$ cat src/rtl/dmem_port_arbiter_pkg.sv
// Shared constants for the data-memory port arbiter: read-owner codes and aging counter width.
package dmem_port_arbiter_pkg;

  localparam int          STARVE_CNT_W = 4;

  localparam logic [1:0]  OWN_NONE = 2'b00;
  localparam logic [1:0]  OWN_DMA  = 2'b01;
  localparam logic [1:0]  OWN_CPU  = 2'b10;

endpackage

$ cat src/rtl/arb_starve_counter.sv
// Saturating aging counter for the DMA port; clear wins over increment, holds at LIMIT.
module arb_starve_counter
  import dmem_port_arbiter_pkg::*;
#(
  parameter int LIMIT = 8
) (
  input  logic                    clk,
  input  logic                    rst_n,
  input  logic                    clr,
  input  logic                    inc,
  output logic [STARVE_CNT_W-1:0] cnt,
  output logic                    at_limit
);

  localparam logic [STARVE_CNT_W-1:0] LIM = STARVE_CNT_W'(LIMIT);

  logic [STARVE_CNT_W-1:0] cnt_q;
  logic [STARVE_CNT_W-1:0] cnt_d;

  always_comb begin
    cnt_d = cnt_q;
    if (clr) begin
      cnt_d = '0;
    end else if (inc && (cnt_q != LIM)) begin
      cnt_d = cnt_q + 1'b1;
    end
  end

  always_ff @(posedge clk or negedge rst_n) begin
    if (!rst_n) begin
      cnt_q <= '0;
    end else begin
      cnt_q <= cnt_d;
    end
  end

  assign cnt      = cnt_q;
  assign at_limit = (cnt_q == LIM);

endmodule

$ cat src/rtl/dmem_port_arbiter.sv
// Arbitrates the single-port data RAM between the CPU memory stage (priority) and a DMA
// requester, with an aging counter that forces a DMA grant and per-read return steering.
module dmem_port_arbiter
  import dmem_port_arbiter_pkg::*;
#(
  parameter int ADDR_W       = 14,
  parameter int DATA_W       = 32,
  parameter int STARVE_LIMIT = 8
) (
  input  logic              clk,
  input  logic              rst_n,
  input  logic              cpu_req,
  input  logic [ADDR_W-1:0] cpu_addr,
  input  logic [3:0]        cpu_wea,
  input  logic [DATA_W-1:0] cpu_wdata,
  output logic              cpu_stall,
  output logic [DATA_W-1:0] cpu_rdata,
  output logic              cpu_rvalid,
  input  logic              dma_valid,
  output logic              dma_ready,
  input  logic [ADDR_W-1:0] dma_addr,
  input  logic [3:0]        dma_wea,
  input  logic [DATA_W-1:0] dma_wdata,
  output logic [DATA_W-1:0] dma_rdata,
  output logic              dma_rvalid,
  output logic              mem_en,
  output logic [ADDR_W-1:0] mem_addr,
  output logic [3:0]        mem_wea,
  output logic [DATA_W-1:0] mem_wdata,
  input  logic [DATA_W-1:0] mem_rdata
);

  logic                    at_limit;
  logic                    force_dma;
  logic                    gnt_dma;
  logic                    gnt_cpu;
  logic [STARVE_CNT_W-1:0] starve_cnt;
  logic [1:0]              rd_own_q;
  logic [1:0]              rd_own_d;

  // Counter only ages while DMA is actually waiting.
  arb_starve_counter #(
    .LIMIT (STARVE_LIMIT)
  ) u_starve (
    .clk      (clk),
    .rst_n    (rst_n),
    .clr      (gnt_dma || !dma_valid),
    .inc      (1'b1),
    .cnt      (starve_cnt),
    .at_limit (at_limit)
  );

  always_comb begin
    force_dma = at_limit && dma_valid;
    gnt_dma   = dma_valid && (force_dma || !cpu_req);
    gnt_cpu   = cpu_req && !gnt_dma;
  end

  always_comb begin
    mem_addr  = '0;
    mem_wea   = '0;
    mem_wdata = '0;
    if (gnt_dma) begin
      mem_addr  = dma_addr;
      mem_wea   = dma_wea;
      mem_wdata = dma_wdata;
    end else if (gnt_cpu) begin
      mem_addr  = cpu_addr;
      mem_wea   = cpu_wea;
      mem_wdata = cpu_wdata;
    end
  end

  always_comb begin
    rd_own_d = OWN_NONE;
    if (gnt_cpu && (cpu_wea == 4'b0000)) begin
      rd_own_d = OWN_CPU;
    end else if (gnt_dma && (dma_wea == 4'b0000)) begin
      rd_own_d = OWN_DMA;
    end
  end

  always_ff @(posedge clk or negedge rst_n) begin
    if (!rst_n) begin
      rd_own_q <= OWN_NONE;
    end else begin
      rd_own_q <= rd_own_d;
    end
  end

  assign dma_ready  = gnt_dma;
  assign cpu_stall  = cpu_req && gnt_dma;
  assign mem_en     = gnt_cpu || gnt_dma;
  assign cpu_rdata  = mem_rdata;
  assign dma_rdata  = mem_rdata;
  assign cpu_rvalid = (rd_own_q == OWN_CPU);
  assign dma_rvalid = (rd_own_q == OWN_DMA);

  logic unused_cnt;
  assign unused_cnt = ^starve_cnt;

endmodule

$ cat config.mk
export PLATFORM = sky130hd
export DESIGN_NAME = dmem_port_arbiter
export DESIGN_NICKNAME = d
export VERILOG_FILES = /design/src/rtl/dmem_port_arbiter_pkg.sv /design/src/rtl/arb_starve_counter.sv /design/src/rtl/dmem_port_arbiter.sv
export SDC_FILE = /design/constraint.sdc
export NUM_CORES = 1
export LEC_CHECK = 0
export CORE_AREA = 10 10 99 92
export CTS_BUF_LIST = sky130_fd_sc_hd__clkbuf_8
export DETAILED_ROUTE_END_ITERATION = 7
export DIE_AREA = 0 0 109 102
export PLACE_DENSITY = 0.88
export SETUP_SLACK_MARGIN = 0.1
export SLEW_MARGIN = 40
export SYNTH_ARGS = -nofsm -noshare
export SYNTH_HDL_FRONTEND = slang
export SYNTH_SLANG_ARGS = --single-unit
$ cat constraint.sdc
create_clock -name clk -period 1.9 [get_ports clk]
set_input_delay 0.19 -clock clk [delete_from_list [all_inputs] [get_ports clk]]
set_output_delay 0.19 -clock clk [all_outputs]
set_load 0.02 [all_outputs]
==> impl_summary.md <==
Pwr
The worst ir drop on vdd is 198 uV. Net switching is 36.8% of the power. The proportion of power drawn by flip-flops and latches is 12.4%. The static leakage is 1.32 nW.

Cell internal power was estimated by the tool at 678 uW. The power consumption is 1.07 mW. Combinational logic burns 70.4% of the power. The total net switching power is 394 uW. For this design the ratio of total power to cell area is 346 nW/um^2. Of the total power, the clock network draws 17.2%.

Worst setup path
For flop-to-flop paths, the worst setup slack is 0.50 ns. STA puts the critical path data required time at 1.71 ns. The type of element launching the critical path is a flip-flop. In this design, the largest share of critical-path delay is due to buffers and inverters. In this design, the stage delay of the slowest critical-path cell is 0.37 ns.

The worst register-to-register path has a depth of 6. Walking the worst path, the cells encountered are inv_2, ha_4, nand4b_4, and2_4, buf_16, o21ai_1, buf_4. The capture instance of the worst register-to-register path is u_starve.cnt[1].

The worst setup path is captured at a primary output. The number of buffers and inverters on the critical path is 3. The arrival time at the worst endpoint is 1.65 ns. The critical path is of the reg -> out type.

The worst register-to-register path begins at u_starve.cnt[0]. Of all nets on the critical path, the largest fanout is 15. The slowest stage of the critical path belongs to the cell dfrtp_1.

Logic synthesis
The top cell type by area accounts for 30.8% of the synthesized area. The largest family of logic cells by synthesized area is buffers and inverters. The largest total area in the synthesized netlist belongs to buf_4.

The basic-gate share of the synthesized area counting and, or, nand and nor cells is 35.0%. The netlist area before placement is 1580 um^2. The fraction of the mapped netlist area in compound gates is 15.8%.

The flip-flop and latch count after synthesis is 6. Sequential elements use 9.48% of the synthesized area. For this run, the number of Yosys warnings is 0. The post-synthesis area per instance is 5.93 um^2. The synthesized net count is 405. The fraction of synthesized area in multiplexers is 0%. The post-synthesis share of cell area spent on xor and xnor gates is 1.11%. Of the total synthesized cell area, the portion taken by full adders, half adders and majority gates is 1.58%. Counting every instance in the synthesized netlist gives 267. The count of distinct cell types in the synthesized netlist is 21. By area the synthesized netlist is led by buf_4 31%, nand3_1 16%, o21ai_1 16%.

Route
The final routed wirelength across all metal layers is 8140 um. The DRC violation count after routing is 0. The wire length per cell after detailed routing is 18.1 um. Dividing the detail-routed via count by the number of cells gives 4.70. The detail route stage leaves a number of antenna-violating nets equal to 0. The first detailed-routing pass took 4 iterations. The number of vias in the routed layout is 2111. The iteration-0 DRC count of the detailed router is 69.

Finish
The antenna diode count is 0. The finished cells cover 3100 um^2. Cells fill 44.3% of the core in the end. The number of nets in the final layout is 496. The share of post-route cells with drive strength above 1 is 31.5%. Relative to the synthesized area, the layout overhead comes to 95.9%. The library cells used most frequently in the layout, excluding fill and tap cells, are 104 x clkdlybuf4s50_1, 52 x nand3_1, 51 x nand2_1.

Leaving out fill and tap cells, the most frequent cell in the layout is clkdlybuf4s50_1.

Outcome
The run finished with clean final reports.

Clocking
Buffers inserted to repair hold after CTS numbered 0. Clock-pin slew was measured on the worst setup and hold paths at 0.03 ns. The number of buffers added by the clock tree synthesis step is 3. The number of buffers between clock root and the deepest sink is 2. The clock latency on the worst-skew pair is 0.22 ns.

The clock net in this run drives a total of 6 sinks. CTS built an H-tree with a depth of 1. The TritonCTS clock tree is done. The root buffer cell chosen for the clock tree is clkbuf_8. Once the clock tree was built, the setup fixing pass inserted 0 buffers.

Floorplanning
The top-level I/O count is 255. The initial standard-cell utilization of the core is 22.6%. From left edge to right edge, the die measures 109 um. The region available for standard cell placement spans 7000 um^2. The die area is 11100 um^2. The standard-cell row count is 29.

The die is 102 um tall.

Global routing
For this run the aggregate overflow at the end of global routing stands at 0. The maximum number of pins on one net before global-route repair is 36. Global routing used 13.0% of the available tracks across all layers. The number of global-route vias before repair is 2184.

The initial antenna violation count came to 0. The global-route wire length before repair is 11700 um.

Timing
After layout, the worst path uses 97.1% of the clock period. The post-route setup TNS is 0 ns. Timing would allow up to 0.542 GHz. The count of pins over their slew limit is 0. For the pin with the worst max-slew slack, the measured transition is 0.342 ns.

Setup repair after global routing could not meet its margin everywhere. The setup slack of the critical path after layout is 0.0558 ns. In this run the tightest slew margin relative to its limit is 77.2%. The clock period could shrink to 1.84 ns. Across the routed clock network, the largest skew measured is 0.000481 ns. Setup violations remaining at the end of the flow were counted as 0.

The number of endpoints with negative hold slack in the final report was 0.

Placement
The post-place setup slack is -0.223 ns. The placed instances occupy a cell area of 2820 um^2. The count of buffers added on input and output ports is 158. The placer's final routability congestion estimate is 0.927. The detailed-placement wirelength estimate is 6490 um.

Flow run
The count of max-cap constraint violations is 0.

Hold path
The tightest min-delay check is of the in -> async type.
==> timing repair <==
action	in CTS	in global routing
endpoints found under the setup margin	52	52
gates cloned	1	0
gates resized for setup	305	35
==> sequential cells by signal (all words and copies together), names as in the netlist <==
| register | flops |
|---|---|
| rd_own_q | 2 |
| u_starve.cnt | 4 |
==> kinds of logic (layout without fill, tap and decap cells) <==
| logic type | Yosys count | in the layout |
|---|---|---|
| and+or+nand+nor | 118 | 118 |
| buffers and inverters | 89 | 178 |
| AOI/OAI and AO/OA | 50 | 50 |
| DFF | 6 | 6 |
| adders and majority gates | 2 | 2 |
| xor gates and xnor gates | 2 | 2 |
==> stage by stage <==
step                      hold WS [ns]  std cells
after floorplan                 -0.106        267
after global placement           0.380        445
after detailed placement         0.380        445
after CTS                        0.219        449
after global routing             0.232        449
final                            0.217        449
==> final cells by class <==
type                            instances  area [um^2]
Timing Repair Buffer                  172         1710
Sequential cell                         6          150
Multi-Input combinational cell        172         1070
Inverter                                3         11.3
Clock buffer                            3         41.3
Tap cell                               93          116
Fill cell                             689         3900
==> cell usage after synthesis <==
| cell type | count |
|---|---|
| buf_4 | 65 |
| nand3_1 | 52 |
| nand2_1 | 51 |
| o21ai_1 | 50 |
| clkbuf_1 | 10 |
| buf_2 | 7 |
| dfrtp_1 | 6 |
| nor2_1 | 5 |
| buf_1 | 4 |
| inv_1 | 3 |
| and3_1 | 2 |
| ha_1 | 2 |
| nor2b_1 | 2 |
| and2_1 | 1 |
| and2_4 | 1 |
| nand4b_4 | 1 |
| nor4_1 | 1 |
| or2_2 | 1 |
| or4_1 | 1 |
| xnor2_1 | 1 |
| xor2_1 | 1 |
==> routing by layer <==
layer | GRT usage, % | vias to the layer above | wire [um]
met4 | 6.08 | 0 | 335
met3 | 5.35 | 38 | 931
met5 | 0 | - | 0
li1 | - | 1010 | -
met2 | 22.3 | 141 | 3950
met1 | 13.6 | 922 | 2920
==> power groups by stage <==
stage,combinational [mW],sequential (mW),clock (mW)
floorplan,0.449,0.134,0
global placement,0.671,0.134,0
detailed placement,0.680,0.134,0
CTS,0.716,0.133,0.190
global route,0.800,0.133,0.199
finish,0.755,0.133,0.185
==> how the worst max path moves through the flow <==
| stage | start | to | cells past startpoint |
|---|---|---|---|
| finish | u_starve.cnt[0] | mem_addr[8] | 7 |
| CTS | u_starve.cnt[0] | mem_wdata[5] | 7 |
| global route | u_starve.cnt[0] | mem_addr[2] | 7 |
| global placement | u_starve.cnt[0] | mem_wdata[20] | 7 |
| floorplan | u_starve.cnt[0] | mem_addr[0] | 6 |
| detailed placement | u_starve.cnt[1] | mem_wea[2] | 7 |
No activity file was read; power rests on OpenSTA's default activity.
